===== src/rtl/led_phase_sequencer.sv =====
// led_phase_sequencer
//   N-phase colour sequencer for an active-low RGB LED, driven by two
//   active-low push buttons. Each button is synchronised, debounced and
//   edge-detected into a one-cycle press pulse. A small IDLE/RUN/HOLD FSM
//   then steps through a packed colour table, spending PHASE_CYCLES clocks
//   in each phase.
//
//   Optional feature macro: LED_PWM_EN. When it is defined, the lit LED
//   bits are dimmed by an 8-bit free-running PWM frame. Each 256-cycle
//   frame keeps the bits lit for PWM_DUTY cycles.
//
// Ports
//   clk       in   1             single clock, posedge only
//   rst       in   1             synchronous active-high reset
//   button_0  in   1             STOP button, active-low, asynchronous
//   button_1  in   1             START button, active-low, asynchronous
//   led       out  LED_W         registered colour, active-low (0 = lit)
//   phase     out  clog2(N)      current phase index
//   running   out  1             1 while in RUN
module led_phase_sequencer #(
  parameter int                        LED_W           = 3,
  parameter int                        N_PHASES        = 3,
  parameter logic [LED_W*N_PHASES-1:0] COLOURS         = 9'b101_011_110,
  parameter int                        PHASE_CYCLES    = 30_000_000,
  parameter int                        DEBOUNCE_CYCLES = 270_000,
  parameter int                        PWM_DUTY        = 64
) (
  input  logic                        clk,
  input  logic                        rst,
  input  logic                        button_0,
  input  logic                        button_1,
  output logic [LED_W-1:0]            led,
  output logic [$clog2(N_PHASES)-1:0] phase,
  output logic                        running
);

  localparam int PH_W  = $clog2(N_PHASES);
  localparam int CNT_W = $clog2(PHASE_CYCLES);
  localparam int DB_W  = (DEBOUNCE_CYCLES > 1) ? $clog2(DEBOUNCE_CYCLES) : 1;

  typedef enum logic [1:0] {
    S_IDLE = 2'b00,
    S_RUN  = 2'b01,
    S_HOLD = 2'b10
  } state_t;

  // Index 0 is the STOP button and index 1 is the START button.
  logic [1:0]            sync_a_q,  sync_a_d;
  logic [1:0]            sync_b_q,  sync_b_d;
  logic [1:0]            db_lvl_q,  db_lvl_d;
  logic [1:0]            db_prev_q, db_prev_d;
  logic [1:0]            press_q,   press_d;
  logic [1:0][DB_W-1:0]  db_cnt_q,  db_cnt_d;

  state_t                state_q,   state_d;
  logic [CNT_W-1:0]      cnt_q,     cnt_d;
  logic [PH_W-1:0]       phase_q,   phase_d;
  logic [LED_W-1:0]      led_q,     led_d;
  logic                  running_q, running_d;

  logic                  stop_p;
  logic                  start_p;

  // Table lookup that stays in range for any phase code, including unused ones.
  function automatic logic [LED_W-1:0] colour_of(input logic [PH_W-1:0] p);
    logic [LED_W-1:0] c;
    c = '1;
    for (int i = 0; i < N_PHASES; i++) begin
      if (p == PH_W'(i)) begin
        c = COLOURS[i*LED_W +: LED_W];
      end else begin
        c = c;
      end
    end
    return c;
  endfunction

  // Button path: 2-flop synchroniser, stability counter and falling-edge pulse.
  always_comb begin
    sync_a_d  = {button_1, button_0};
    sync_b_d  = sync_a_q;
    db_lvl_d  = db_lvl_q;
    db_cnt_d  = db_cnt_q;
    for (int b = 0; b < 2; b++) begin
      if (sync_b_q[b] == db_lvl_q[b]) begin
        db_cnt_d[b] = '0;
      end else if (db_cnt_q[b] == DB_W'(DEBOUNCE_CYCLES - 1)) begin
        // The new level has disagreed for DEBOUNCE_CYCLES samples in a row.
        db_cnt_d[b] = '0;
        db_lvl_d[b] = sync_b_q[b];
      end else begin
        db_cnt_d[b] = db_cnt_q[b] + DB_W'(1);
      end
    end
    db_prev_d = db_lvl_q;
    // The press pulse is registered, so it arrives one cycle after the level falls.
    press_d   = db_prev_q & ~db_lvl_q;
  end

  assign stop_p  = press_q[0];
  assign start_p = press_q[1];

`ifdef LED_PWM_EN
  logic [7:0] pwm_cnt_q, pwm_cnt_d;
  logic       pwm_off_s;

  // Free-running PWM frame counter; 9-bit compare keeps PWM_DUTY=256 meaningful.
  always_comb begin
    pwm_cnt_d = pwm_cnt_q + 8'd1;
    pwm_off_s = ({1'b0, pwm_cnt_q} >= 9'(PWM_DUTY));
  end

  // PWM frame counter register.
  always_ff @(posedge clk) begin
    if (rst) begin
      pwm_cnt_q <= 8'd0;
    end else begin
      pwm_cnt_q <= pwm_cnt_d;
    end
  end
`else
  logic pwm_off_s;

  // Without PWM the LED is always at full brightness.
  always_comb begin
    pwm_off_s = 1'b0;
  end
`endif

  // FSM next state, phase counting and output values.
  // Outputs are computed from the next state, so they change on the same edge as the state.
  always_comb begin
    state_d = state_q;
    cnt_d   = cnt_q;
    phase_d = phase_q;
    case (state_q)
      S_IDLE: begin
        if (stop_p) begin
          // Stop has priority, and stop does nothing in IDLE.
          state_d = S_IDLE;
        end else if (start_p) begin
          state_d = S_RUN;
          cnt_d   = '0;
          phase_d = '0;
        end else begin
          state_d = S_IDLE;
        end
      end
      S_RUN: begin
        if (stop_p) begin
          state_d = S_HOLD;
        end else if (start_p) begin
          cnt_d   = '0;
          phase_d = '0;
        end else if (cnt_q == CNT_W'(PHASE_CYCLES - 1)) begin
          cnt_d = '0;
          if (phase_q == PH_W'(N_PHASES - 1)) begin
            phase_d = '0;
          end else begin
            phase_d = phase_q + PH_W'(1);
          end
        end else begin
          cnt_d = cnt_q + CNT_W'(1);
        end
      end
      S_HOLD: begin
        if (stop_p) begin
          state_d = S_IDLE;
          cnt_d   = '0;
          phase_d = '0;
        end else if (start_p) begin
          // Resume from the frozen cnt and phase; counting continues on the next edge.
          state_d = S_RUN;
        end else begin
          state_d = S_HOLD;
        end
      end
      default: begin
        state_d = S_IDLE;
        cnt_d   = '0;
        phase_d = '0;
      end
    endcase

    running_d = (state_d == S_RUN);
    if (state_d == S_IDLE) begin
      led_d = '1;
    end else begin
      // Forcing every bit high turns off the lit bits; the unlit bits are already 1.
      led_d = colour_of(phase_d) | {LED_W{pwm_off_s}};
    end
  end

  // State, counter and output registers.
  always_ff @(posedge clk) begin
    if (rst) begin
      sync_a_q  <= 2'b11;
      sync_b_q  <= 2'b11;
      db_lvl_q  <= 2'b11;
      db_prev_q <= 2'b11;
      press_q   <= 2'b00;
      db_cnt_q  <= '0;
      state_q   <= S_IDLE;
      cnt_q     <= '0;
      phase_q   <= '0;
      led_q     <= '1;
      running_q <= 1'b0;
    end else begin
      sync_a_q  <= sync_a_d;
      sync_b_q  <= sync_b_d;
      db_lvl_q  <= db_lvl_d;
      db_prev_q <= db_prev_d;
      press_q   <= press_d;
      db_cnt_q  <= db_cnt_d;
      state_q   <= state_d;
      cnt_q     <= cnt_d;
      phase_q   <= phase_d;
      led_q     <= led_d;
      running_q <= running_d;
    end
  end

  assign led     = led_q;
  assign phase   = phase_q;
  assign running = running_q;

endmodule


===== config.mk =====
export PLATFORM = sky130hd
export DESIGN_NAME = led_phase_sequencer
export DESIGN_NICKNAME = d
export VERILOG_FILES = /design/src/rtl/led_phase_sequencer.sv
export SDC_FILE = /design/constraint.sdc
export NUM_CORES = 1
export LEC_CHECK = 0
export CAP_MARGIN = 20
export CORE_MARGIN = 1.5
export CORE_UTILIZATION = 57
export DETAILED_ROUTE_END_ITERATION = 12
export GPL_TIMING_DRIVEN = 0
export PLACE_DENSITY = 0.74
export SYNTH_ARGS = -nofsm -noshare
export SYNTH_HDL_FRONTEND = slang
export SYNTH_SLANG_ARGS = --single-unit

===== constraint.sdc =====
create_clock -name clk -period 3.3 [get_ports clk]
set_input_delay 0.495 -clock clk [delete_from_list [all_inputs] [get_ports clk]]
set_output_delay 0.495 -clock clk [all_outputs]
set_load 0.05 [all_outputs]

==> impl_metrics.tcl, run 1 <==
set metrics [dict create \
    status "complete, no violations" \
    ctsHoldBuffers 0 \
    timing.final.crit_period_ns 2.49 \
    synth_top_family_by_area "simple AND/OR/NAND/NOR gates" \
    cap_violations 0 \
    die_area_mm2 0.00695 \
    muxShareOfSynthArea 0.00272 \
    startpoint "cnt_q[13]" \
    hp-start "sync_a_q[1]" \
    drive_above_1_share 0.0809 \
    worst-path-buf-inv 0 \
    synthTopCellsByCount "dfxtp_1, nor2_1, nand2_1" \
    synth_seq_cells 81 \
    route.detailed.drc 0 \
    ios 10 \
    finalCritPeriodShare 0.754 \
    placementRows 29 \
    detail-route-antenna-nets 0 \
    rsz0062_at_grt "false" \
    nets 450 \
    mappedNetlistArea_mm2 0.00368 \
    drtIter0Drc 112 \
    synth_nets 430 \
    relSlewSlack 0.556 \
    synth-xor-area-share 0.109 \
    core_area_mm2 0.00628 \
    vias_per_cell 5.66 \
    endpoint_kind "flop" \
    synthArstFlopShare 0 \
    hold_viol_final 0 \
    cts_setup_buffers 0 \
    fin_util 0.649 \
    clk_pin_slew_ns 0.09 \
    tritoncts "built" \
    firstDrtPassIters 5 \
    grt_use_total 0.215 \
    io_buffers 9 \
    hold_class "reg -> reg" \
    cts_resized 0 \
    synth_top_area_frac 0.440 \
    cts.sinks 81 \
    layout_setup_ws_ns 0.812 \
    synth_area_leaders "dfxtp_1, nor2_1, xnor2_1" \
    grt_pass1_vias 2731 \
    yosysTopAreaCell "dfxtp_1" \
    grt-ovfl-total 0 \
    power.density_mw_per_mm2 426 \
    grt_pass1_wl_um 12200 \
    diodes 0 \
    synthFlopType "dfxtp_1" \
    crit_chain "nor4b_1 -> nand4_1 -> or3_1 -> or4b_4 -> and2_1 -> ha_1 -> nand3b_1" \
    fmax_mhz 402 \
    critical-path-top-delay-family "simple AND/OR/NAND/NOR gates" \
    yosys_warnings 0 \
    clk_latency_ns 0.35 \
    syn_to_final_growth_pct 10.6 \
    synth_edf_count 0 \
    routedWlPerCell_um 13.4 \
    postRouteWirelength_um 6970 \
    crit_arrival_ns 2.73 \
    worst_slew_pin_slew_ns 0.665 \
    drv_slew 0 \
    clock_skew_ns 0.00903 \
    synth_cell_types 47 \
    cp_slowest_cell "or4b_4" \
    ir_worst_vdd_mv 0.355 \
    cpPeakStageDelay_ns 0.50 \
    grt_max_degree 15 \
    synth-simple-area-share 0.321 \
    die_w_um 83.4 \
    cp-start-kind "flop" \
    synthAdderAreaFrac 0.0204 \
    worst_r2r_startpoint "cnt_q[13]" \
    pre_cts_slack_ns 0.826 \
    cp_max_fo 6 \
    start_util 0.587 \
    yosys.cell_count.top_type "dfxtp_1" \
    cts_buffers 9 \
    ctsHtreeMaxLevel 3 \
    setup_viol 0 \
    synth-compound-area-share 0.0792 \
    yosysSeqAreaShare 0.440 \
    die_y_um 83.4 \
    num_vias 2955 \
    dpl.hpwl_um 4810 \
    leakagePower_nw 1.47 \
    cts-root-buf "clkbuf_8" \
    finalSetupTns_ns 0 \
    place.gp.congestion 0.880 \
    required_ns 3.54 \
    synthCells 420 \
    avgSynthCellArea_um2 8.77 \
    antenna_found_initial 0 \
    max-clock-path-buffers 2 \
    critPathKind "reg -> reg" \
]
==> logic make-up (layout without fill, tap and decap cells) <==
logic type | count (synthesis) | in the layout
and+or+nand+nor | 218 | 218
AOI/OAI and AO/OA | 45 | 45
xor gates and xnor gates | 46 | 46
DFF | 81 | 81
muxes | 1 | 1
buffers and inverters | 23 | 48
adders and majority gates | 6 | 6
==> final cells by class <==
| type | instances | area, um^2 |
|---|---|---|
| clock inverter | 6 | 66.3 |
| tap | 77 | 96.3 |
| clock buffer | 10 | 138 |
| buffer | 13 | 61.3 |
| sequential | 81 | 1620 |
| multi-input combinational | 316 | 1960 |
| fill | 545 | 2200 |
| timing repair buffer | 9 | 90.1 |
| inverter | 10 | 37.5 |
==> power by group <==
part	switching (mW)	internal, mW	leakage (nW)
Sequential	0.00147	0.979	0.654
Combinational	0.0146	0.00891	0.720
Clock	0.361	0.371	0.0949
Total	0.377	1.36	1.47
==> per-layer routing <==
layer | routed length (um) | global-route usage
met1 | 3410 | 0.281
met2 | 3120 | 0.339
met3 | 379 | 0.0706
met4 | 64 | 0.0636
met5 | 0 | 0
==> final timing paths <==
path	end	slack (ns)	cells past startpoint
worst max-delay path	led[0]	0.81	7
worst max register to register	led[0]	0.81	7
worst min register to register	sync_b_q[1]	0.41	1
worst min-delay path	sync_b_q[1]	0.41	1
==> sequential cells by signal, summed over array words and instances (netlist names) <==
register   count
press_q        2
running        1
cnt_q         25
led            3
db_prev_q      2
db_lvl_q       2
sync_a_q       2
phase          2
state_q        2
db_cnt_q      38
sync_b_q       2
==> stage by stage <==
stage / cell area (um^2) / total power [mW] / hold WS (ns) / cells
floorplan: 3680 / 1.02 / 0.389 / 420
global placement: 3870 / 1.03 / 0.395 / 506
detailed placement: 3870 / 1.03 / 0.392 / 506
CTS: 4070 / 1.76 / 0.413 / 522
global route: 4070 / 1.79 / 0.426 / 522
finish: 4070 / 1.74 / 0.413 / 522
==> worst reg2reg max path, cell delays in order (launching register included) <==
cell and delay [ns]:
dfxtp_1 0.38, nor4b_1 0.36, nand4_1 0.19, or3_1 0.36
or4b_4 0.50, and2_1 0.19, ha_1 0.26, nand3b_1 0.14
==> placed cells by master (no fill, tap or decap), types with 4 or more instances in the layout <==
| cell | netlist | routed |
|---|---|---|
| dfxtp_1 | 81 | 81 |
| nor2_1 | 64 | 64 |
| nand2_1 | 32 | 32 |
| xnor2_1 | 24 | 24 |
| xor2_1 | 22 | 22 |
| nand3_1 | 21 | 21 |
| and3_1 | 18 | 18 |
| and4_1 | 15 | 15 |
| nand4_1 | 15 | 15 |
| a21oi_1 | 11 | 11 |
| a31oi_1 | 11 | 11 |
| inv_1 | 10 | 10 |
| o21ai_0 | 10 | 10 |
| clkbuf_8 | 0 | 10 |
| clkdlybuf4s50_1 | 0 | 9 |
| or2_2 | 8 | 8 |
| nor3_1 | 8 | 8 |
| clkbuf_1 | 6 | 6 |
| nand3b_1 | 6 | 6 |
| ha_1 | 6 | 6 |
| and2_1 | 5 | 5 |
| nor2b_1 | 4 | 4 |
| buf_2 | 4 | 4 |
| nor4_1 | 4 | 4 |
Power figures use the tool's default switching activity.
==> run 2: changes to the inputs <==
--- a/config.mk
+++ b/config.mk
@@ -7,10 +7,10 @@
 export LEC_CHECK = 0
 export CAP_MARGIN = 20
 export CORE_MARGIN = 1.5
-export CORE_UTILIZATION = 57
+export CORE_UTILIZATION = 55
 export DETAILED_ROUTE_END_ITERATION = 12
 export GPL_TIMING_DRIVEN = 0
-export PLACE_DENSITY = 0.74
+export PLACE_DENSITY = 0.75
 export SYNTH_ARGS = -nofsm -noshare
 export SYNTH_HDL_FRONTEND = slang
 export SYNTH_SLANG_ARGS = --single-unit
==> constraint.sdc (replaced) <==
create_clock -name clk -period 2.23 [get_ports clk]
set_input_delay 0.3345 -clock clk [delete_from_list [all_inputs] [get_ports clk]]
set_output_delay 0.3345 -clock clk [all_outputs]
set_load 0.05 [all_outputs]
==> run 2 against run 1 <==
Compared with the run above: the run now ends with design-rule violations, negative setup slack left; hold slack lost 0.0050 ns; total power up 47%; setup slack got worse by 0.89 ns; fmax up 7.7%; wire length increased by 3.2%; combinational power increased by 50%; flip-flop and latch count did not move; critical path depth unchanged.
==> impl_metrics.tcl, run 2 (same netlist as run 1, synthesis figures left out) <==
set metrics [dict create \
    io_buffers 9 \
    grt_use_total 0.214 \
    crit_chain "nor4b_2 -> nand4_1 -> or3_1 -> or4b_4 -> and2_4 -> ha_4 -> nand3b_1" \
    route.detailed.drc 4 \
    clk_latency_ns 0.35 \
    grt-ovfl-total 0 \
    multi_input_area_mm2 0.00201 \
    pre_cts_slack_ns -0.158 \
    crit_arrival_ns 2.55 \
    leakagePower_nw 1.51 \
    grt_max_degree 13 \
    violations "design-rule violations, negative setup slack" \
    die_w_um 84.8 \
    fill_cells 547 \
    routedWlPerCell_um 13.7 \
    drv_slew 0 \
    ctsHtreeMaxLevel 3 \
    critical-path-top-delay-family "simple AND/OR/NAND/NOR gates" \
    cp_max_fo 3 \
    cts_buffers 9 \
    grt_pass1_vias 2757 \
    start_util 0.573 \
    antenna_found_initial 0 \
    core_area_mm2 0.00642 \
    grt_pass1_wl_um 12500 \
    worst_slew_pin_slew_ns 0.694 \
    register_area_mm2 0.00165 \
    final_common_cell "dfxtp_1" \
    detail-route-antenna-nets 0 \
    critPathKind "reg -> reg" \
    relSlewSlack 0.536 \
    setup_viol 1 \
    cts.sinks 81 \
    diodes 0 \
    clk_pin_slew_ns 0.08 \
    cp_slowest_cell "or4b_4" \
    rsz0062_at_grt "true" \
    largest_reg_flops 38 \
    clock_skew_ns 0.00728 \
    syn_to_final_growth_pct 13.0 \
    ios 10 \
    nets 453 \
    power.density_mw_per_mm2 615 \
    dpl.hpwl_um 4920 \
    layout_setup_ws_ns -0.0789 \
    firstDrtPassIters 8 \
    vias_per_cell 5.74 \
    cp-start-kind "flop" \
    postRouteWirelength_um 7200 \
    place.gp.congestion 0.913 \
    die_area_mm2 0.00720 \
    drtIter0Drc 180 \
    ir_worst_vdd_mv 0.431 \
    num_vias 3008 \
    hold_class "reg -> reg" \
    placementRows 29 \
    cts-root-buf "clkbuf_8" \
    tritoncts "built" \
    fin_util 0.648 \
    cap_violations 0 \
    status "complete, but fails checks" \
    endpoint_kind "flop" \
    timing.final.crit_period_ns 2.31 \
    largest_register "db_cnt_q" \
    drive_above_1_share 0.130 \
    hold_viol_final 0 \
    final_cell_mix "dfxtp_1, nor2_1, nand2_1" \
    fmax_mhz 433 \
    worst-path-buf-inv 0 \
    required_ns 2.47 \
    max-clock-path-buffers 2 \
    finalSetupTns_ns -0.0789 \
    finalCritPeriodShare 1.04 \
    die_y_um 84.8 \
    cpPeakStageDelay_ns 0.50 \
]
## run 2: cell types whose count changed in the layout (fill, tap and decap cells not counted), sizes merged
cell | before | now
clkbuf | 16 | 20
clkinv | 1 | 0
clkinvlp | 3 | 0
buf | 7 | 9
## run 2: routing by layer
layer / part of all wire / wire length (um) / vias up / GRT usage
li1: - / - / 1525 / -
met1: 0.48 / 3440 / 1411 / 0.285
met2: 0.46 / 3310 / 64 / 0.335
met3: 0.050 / 360 / 8 / 0.0584
met4: 0.012 / 88 / 0 / 0.0760
met5: 0 / 0 / - / 0
## run 2: final timing paths
check | startpoint | endpoint | slack, ns | cells past startpoint
setup reg to reg | cnt_q[17] | led[0] | -0.08 | 7
setup / recovery | cnt_q[17] | led[0] | -0.08 | 7
hold reg to reg | db_prev_q[0] | press_q[0] | 0.41 | 2
hold / removal | db_prev_q[0] | press_q[0] | 0.41 | 2
## run 2: worst min-delay path, delay by kind of cell (launching register included)
family / cells / cell delay [ns]
and+or+nand+nor: 1 / 0.03
buffers and inverters: 1 / 0.04
DFF: 1 / 0.30
## run 2: power by group
part | leakage, nW | internal, mW | switching [mW] | total [mW]
clock network | 0.100 | 0.575 | 0.500 | 1.07
registers | 0.661 | 1.45 | 0.00247 | 1.45
logic | 0.747 | 0.0133 | 0.0219 | 0.0353
total | 1.51 | 2.03 | 0.524 | 2.56
## run 2: through the flow
step                      total power [mW]  instances  hold slack [ns]  instance area [um^2]
after global placement                1.52        506            0.393                  3900
after floorplan                       1.51        420            0.389                  3710
after CTS                             2.59        523            0.410                  4130
after global routing                  2.66        524            0.427                  4160
final                                 2.56        524            0.408                  4160
after detailed placement              1.52        506            0.394                  3900
## run 2: final cells by class
| type | count | share of cell area |
|---|---|---|
| multi-input cells | 316 | 0.483 |
| flip-flops and latches | 81 | 0.395 |
| clock buffers | 13 | 0.0382 |
| repair buffers | 12 | 0.0271 |
| well taps | 77 | 0.0232 |
| plain buffers | 13 | 0.0150 |
| inverters | 10 | 0.00902 |
| clock inverters | 2 | 0.00872 |
## run 2: repair_timing
item,in CTS,in global routing
resized for setup,10,9
setup buffers,2,1
endpoints found under the setup margin,3,13
pin swaps,4,3
hold buffers,0,0
